--- src/rtl/adc_capture_ctrl.sv ---
// ADC capture sequencer: gates the sample FIFO write enable to produce one fixed-length record per arm.
// Optional auto-trigger timeout is compiled in with `define ADC_CAPTURE_AUTO_TRIG_EN.
module adc_capture_ctrl #(
  parameter int LEN_W  = 16,
  parameter int HOLD_W = 16,
  parameter int DROP_W = 16
) (
  input  logic              clk,
  input  logic              rst,
  input  logic              arm,
  input  logic              abort,
  input  logic              trig,
  input  logic [LEN_W-1:0]  record_len,
  input  logic [HOLD_W-1:0] holdoff,
`ifdef ADC_CAPTURE_AUTO_TRIG_EN
  input  logic [23:0]       auto_timeout,
  output logic              auto_trig,
`endif
  input  logic              fifo_full,
  output logic              fifo_wr_en,
  output logic              busy,
  output logic              done,
  output logic              overflow,
  output logic [DROP_W-1:0] drop_count,
  output logic [LEN_W-1:0]  words_written,
  output logic [2:0]        state
);

  // state     | meaning
  // IDLE      | waiting for arm
  // HOLDOFF   | trig ignored for the latched holdoff cycles
  // WAIT_TRIG | waiting for trig (or auto timeout)
  // CAPTURE   | one sample slot per cycle, record_len slots
  // DONE      | one-cycle completion pulse
  typedef enum logic [2:0] {
    S_IDLE      = 3'd0,
    S_HOLDOFF   = 3'd1,
    S_WAIT_TRIG = 3'd2,
    S_CAPTURE   = 3'd3,
    S_DONE      = 3'd4
  } state_t;

  state_t            state_q, state_d;
  logic [LEN_W-1:0]  len_q;
  logic [LEN_W-1:0]  slot_cnt;
  logic [LEN_W-1:0]  slot_nxt;
  logic [HOLD_W-1:0] hold_cnt;
  logic              slot_last;
  logic              auto_fire;

`ifdef ADC_CAPTURE_AUTO_TRIG_EN
  logic [23:0] wait_cnt;
  // A zero timeout loads a zero count, which never reaches the terminal value of 1.
  assign auto_fire = (state_q == S_WAIT_TRIG) && !trig && (wait_cnt == 24'd1);
`else
  assign auto_fire = 1'b0;
`endif

  assign slot_nxt   = slot_cnt + LEN_W'(1);
  assign slot_last  = (slot_nxt == len_q);
  assign fifo_wr_en = (state_q == S_CAPTURE) && !fifo_full;
  assign state      = state_q;

  always_comb begin
    state_d = state_q;
    case (state_q)
      S_IDLE:      if (arm) state_d = (holdoff != '0) ? S_HOLDOFF : S_WAIT_TRIG;
      S_HOLDOFF:   if (hold_cnt == HOLD_W'(1)) state_d = S_WAIT_TRIG;
      S_WAIT_TRIG: if (trig || auto_fire) state_d = S_CAPTURE;
      S_CAPTURE:   if (slot_last) state_d = S_DONE;
      S_DONE:      state_d = S_IDLE;
      default:     state_d = S_IDLE;
    endcase
    if (abort) state_d = S_IDLE;
  end

  always_ff @(posedge clk or posedge rst) begin
    if (rst) begin
      state_q       <= S_IDLE;
      busy          <= 1'b0;
      done          <= 1'b0;
      overflow      <= 1'b0;
      drop_count    <= '0;
      words_written <= '0;
      len_q         <= '0;
      slot_cnt      <= '0;
      hold_cnt      <= '0;
`ifdef ADC_CAPTURE_AUTO_TRIG_EN
      wait_cnt      <= '0;
      auto_trig     <= 1'b0;
`endif
    end else begin
      state_q <= state_d;
      busy    <= (state_d != S_IDLE);
      done    <= (state_d == S_DONE);
      // Abort freezes the record statistics so software can inspect a cancelled record.
      if (!abort) begin
        case (state_q)
          S_IDLE: begin
            if (arm) begin
              len_q         <= (record_len == '0) ? LEN_W'(1) : record_len;
              hold_cnt      <= holdoff;
              slot_cnt      <= '0;
              words_written <= '0;
              drop_count    <= '0;
              overflow      <= 1'b0;
`ifdef ADC_CAPTURE_AUTO_TRIG_EN
              wait_cnt      <= auto_timeout;
              auto_trig     <= 1'b0;
`endif
            end
          end
          S_HOLDOFF: hold_cnt <= hold_cnt - HOLD_W'(1);
`ifdef ADC_CAPTURE_AUTO_TRIG_EN
          S_WAIT_TRIG: begin
            if (!trig && wait_cnt != '0) wait_cnt <= wait_cnt - 24'd1;
            if (auto_fire) auto_trig <= 1'b1;
          end
`endif
          S_CAPTURE: begin
            slot_cnt <= slot_nxt;
            if (fifo_full) begin
              overflow <= 1'b1;
              if (drop_count != '1) drop_count <= drop_count + DROP_W'(1);
            end else begin
              words_written <= words_written + LEN_W'(1);
            end
          end
          default: ;
        endcase
      end
    end
  end

endmodule

--- config.mk ---
export PLATFORM = sky130hd
export DESIGN_NAME = adc_capture_ctrl
export DESIGN_NICKNAME = d
export VERILOG_FILES = /design/src/rtl/adc_capture_ctrl.sv
export SDC_FILE = /design/constraint.sdc
export NUM_CORES = 1
export LEC_CHECK = 0
export CORE_ASPECT_RATIO = 2
export CORE_MARGIN = 2
export CORE_UTILIZATION = 50
export DETAILED_ROUTE_END_ITERATION = 10
export PLACE_DENSITY = 0.85
export SYNTH_ARGS = -nofsm -noshare
export SYNTH_HDL_FRONTEND = slang
export SYNTH_SLANG_ARGS = --single-unit
--- constraint.sdc ---
create_clock -name clk -period 3.75 [get_ports clk]
set_input_delay 0.9375 -clock clk [delete_from_list [all_inputs] [get_ports clk]]
set_output_delay 0.9375 -clock clk [all_outputs]
set_load 0.02 [all_outputs]
==> impl_metrics.toml <==
[grt]
antenna_found_initial = 0
total_grt_usage = 0.2546
number_of_global_route_vias_before_repair = 4589
grt_remaining_overflow = 0
pin_count_of_the_biggest_net_entering_global_routing = 63
grt_pass1_wl_um = 21180

[final_layout]
diode_insertion_count_for_antenna_repair = 0
area_overhead_of_the_layout_relative_to_synthesis_pct = 22.81
layoutNonFillerInstCount = 749
final_net_count = 655
fin_area_mm2 = 0.006070
share_of_layout_cells_above_drive_strength_1 = 0.06483
fill_cells = 824

[synth]
synthesis.area_mm2 = 0.004942
synth.top_cells.by_area = "sky130_fd_sc_hd__dfrtp_1 44%, sky130_fd_sc_hd__nor2_1 4.9%, sky130_fd_sc_hd__xnor2_1 4.1%, sky130_fd_sc_hd__xor2_1 4.1%, sky130_fd_sc_hd__nand2_1 3.9%"
synth_enable_flop_cells = 0
post_synth_most_frequent_cells = "86 x sky130_fd_sc_hd__dfrtp_1, 64 x sky130_fd_sc_hd__nor2_1, 51 x sky130_fd_sc_hd__nand2_1"
synth_seq_cells = 86
ys_dominant_reg_cell = "sky130_fd_sc_hd__dfrtp_1"
ys_types = 60
synth_warnings = 0
synth.top_cell.area_share = 0.4354
syn-num-nets = 597
synthMostInstantiatedCell = "sky130_fd_sc_hd__dfrtp_1"
synth_largest_area_cell = "sky130_fd_sc_hd__dfrtp_1"
synth_area_per_cell_um2 = 8.921
post_synthesis_cells = 554
asyncSetResetFlopFracSynth = 1.000
synth_sequential_area_ratio = 0.4354

[power_and_ir_drop]
leakagePower_nw = 2.427
vdd_drop_max_mv = 0.2646
powerDensity_mw_per_mm2 = 388.0

[floorplan]
placementRows = 51
die_y_um = 144.6
pin_count = 77
floorplan.initialDensity = 0.5095
floorplan.die.width_um = 74.30
overall_die_area_mm2 = 0.01074
core_area_mm2 = 0.009699

[place]
place.detailed.instances = 733
post-place-ws_ps = 497.2
buffer_ports.inserted = 76
detailedPlacementHpwl_um = 9265
finalWeightedCongestion = 0.8974
total_placed_instance_area_mm2 = 0.005759

[timing]
worst_pin_slew_ps = 1199
fin_worst_skew_ps = 10.15
final.period_utilization = 0.8606
post-route-worst-setup-slack_ps = 522.9
total_negative_setup_slack_ps = 0
final-hold-violation-count = 0
fmaxAchievable_mhz = 309.9
max-slew-margin-rel = 0.1978
report.final.slew_viol_count = 0
period_minus_slack_ps = 3227
timing.hold.ws_ps = 501.0
setup-violations-final = 0
rsz0062_at_grt = "no"

[worst_hold_path]
timing.hold.worst.class = "reg -> reg"
timing.hold.worst.start = "len_q[3]$_DFFE_PP0P_"
whs_endpoint = "len_q[3]$_DFFE_PP0P_"
number_of_instances_on_the_worst_hold_path = 2

[setup_path]
timing.rr.end = "state[1]$_DFF_PP0_"
end_kind = "output port"
reg2reg_setup_slack_ps = 1160
cp.arrival_ps = 2290
r2r-start = "slot_cnt[0]$_DFFE_PP0P_"
critical_path_source_type = "register"
timing_worst_setup_path_type = "reg -> out"
cp.required_ps = 2810
worst-r2r-cell-count = 7
critical_path.max_fanout = 13

[clock_network]
ctsResizeCount = 0
clkSinkCount = 86
cts_clock_pin_slew_for_the_worst_setup_and_hold_paths_ps = 70
tritoncts = "built"
post_cts_buffers = 0
holdBufCountCts = 0
clockRootBuffer = "sky130_fd_sc_hd__clkbuf_16"
clkLatencyLatePin_ps = 340
cts_made_buffers = 9
ctsLongestPathBuffers = 2
cts-htree-levels = 3

[run]
max_cap_violations = 0

[routing]
route.detailed.vias_per_inst = 6.184
drt_first_iter_violations = 237
detail_route.wirelength_um = 13010
drc = 0
detail-route-antenna-nets = 0
drtPass1Iterations = 5
vias = 4632
post_drt_wl_per_cell_um = 17.37

[outcome]
outcome = "completed"
[how the worst max path moves through the flow]
stage	endpoint	cells after the start	start
final	fifo_wr_en	4	state[1]$_DFF_PP0_
after global routing	fifo_wr_en	4	state[1]$_DFF_PP0_
after CTS	fifo_wr_en	4	state[1]$_DFF_PP0_
after detailed placement	drop_count[13]$_DFFE_PP0P_	7	arm
after global placement	words_written[15]$_DFFE_PP0P_	7	arm
after floorplan	busy$_DFF_PP0_	1	rst
[state kept, by name (all words and copies together), names as in the netlist]
name and count:
busy 1, drop_count 16, state 3, words_written 16
overflow 1, len_q 16, hold_cnt 16, slot_cnt 16
done 1
[kinds of logic after synthesis]
group                      share of synthesized area
adders and majority gates                    0.01266
muxes                                       0.002278
DFF                                           0.4354
buffers and inverters                        0.04203
xor gates and xnor gates                     0.08481
and+or+nand+nor                               0.2547
AOI/OAI and AO/OA                             0.1681
[layout make-up]
| type | count | area (um^2) | area share |
|---|---|---|---|
| well taps | 132 | 165.2 | 0.02721 |
| clock buffers | 12 | 256.5 | 0.04226 |
| multi-input cells | 423 | 2585 | 0.4259 |
| clock inverters | 4 | 53.80 | 0.008864 |
| flip-flops and latches | 86 | 2152 | 0.3546 |
| repair buffers | 82 | 818.3 | 0.1348 |
| inverters | 10 | 38.79 | 0.006390 |
[critical path, stage by stage (launching register included)]
cell	delay, ps
sky130_fd_sc_hd__dfrtp_1	550
sky130_fd_sc_hd__nand2_1	160
sky130_fd_sc_hd__or2_2	450
sky130_fd_sc_hd__nor2_1	150
sky130_fd_sc_hd__clkdlybuf4s50_1	630
[through the flow]
step | utilization | total power (W)
global placement | 0.5938 | 0.001416
detailed placement | 0.5938 | 0.001437
CTS | 0.6258 | 0.002362
global route | 0.6258 | 0.002451
finish | 0.6258 | 0.002355
floorplan | - | 0.001311
[power by group]
part / total (W) / switching [W] / internal (W)
registers: 0.00108 / 0.0000852 / 0.000998
logic: 0.000342 / 0.000183 / 0.000159
clock network: 0.000930 / 0.000374 / 0.000555
[cells in the final DEF (no fill, tap or decap), types with 3 or more instances in the layout]
master and count:
sky130_fd_sc_hd__dfrtp_1 86, sky130_fd_sc_hd__clkdlybuf4s50_1 76, sky130_fd_sc_hd__nor2_1 63, sky130_fd_sc_hd__nand2_1 51
sky130_fd_sc_hd__o21ai_0 34, sky130_fd_sc_hd__nand3_1 28, sky130_fd_sc_hd__a21oi_1 24, sky130_fd_sc_hd__xnor2_1 23
sky130_fd_sc_hd__xor2_1 23, sky130_fd_sc_hd__nor4_1 15, sky130_fd_sc_hd__a22o_1 15, sky130_fd_sc_hd__nand4_1 14
sky130_fd_sc_hd__o21ai_1 13, sky130_fd_sc_hd__nor3_1 11, sky130_fd_sc_hd__inv_1 9, sky130_fd_sc_hd__o31ai_1 9
sky130_fd_sc_hd__clkbuf_16 9, sky130_fd_sc_hd__and4_1 8, sky130_fd_sc_hd__or3_1 8, sky130_fd_sc_hd__and2_1 7
sky130_fd_sc_hd__ha_1 5, sky130_fd_sc_hd__buf_4 5, sky130_fd_sc_hd__a31oi_1 4, sky130_fd_sc_hd__and3_1 4
sky130_fd_sc_hd__nor3b_1 4, sky130_fd_sc_hd__a22oi_1 4, sky130_fd_sc_hd__or2_1 3, sky130_fd_sc_hd__nor4b_1 3
sky130_fd_sc_hd__nor4_2 3, sky130_fd_sc_hd__o22ai_1 3, sky130_fd_sc_hd__or2_2 3, sky130_fd_sc_hd__o2bb2ai_1 3
[layer usage]
layer	GRT usage	vias to the layer above	part of all wire
met5	0	-	0
met2	0.4525	222	0.54
met1	0.2748	2255	0.36
li1	-	2110	-
met3	0.04460	45	0.055
met4	0.1457	0	0.040
No activity file was read; power rests on OpenSTA's default activity.
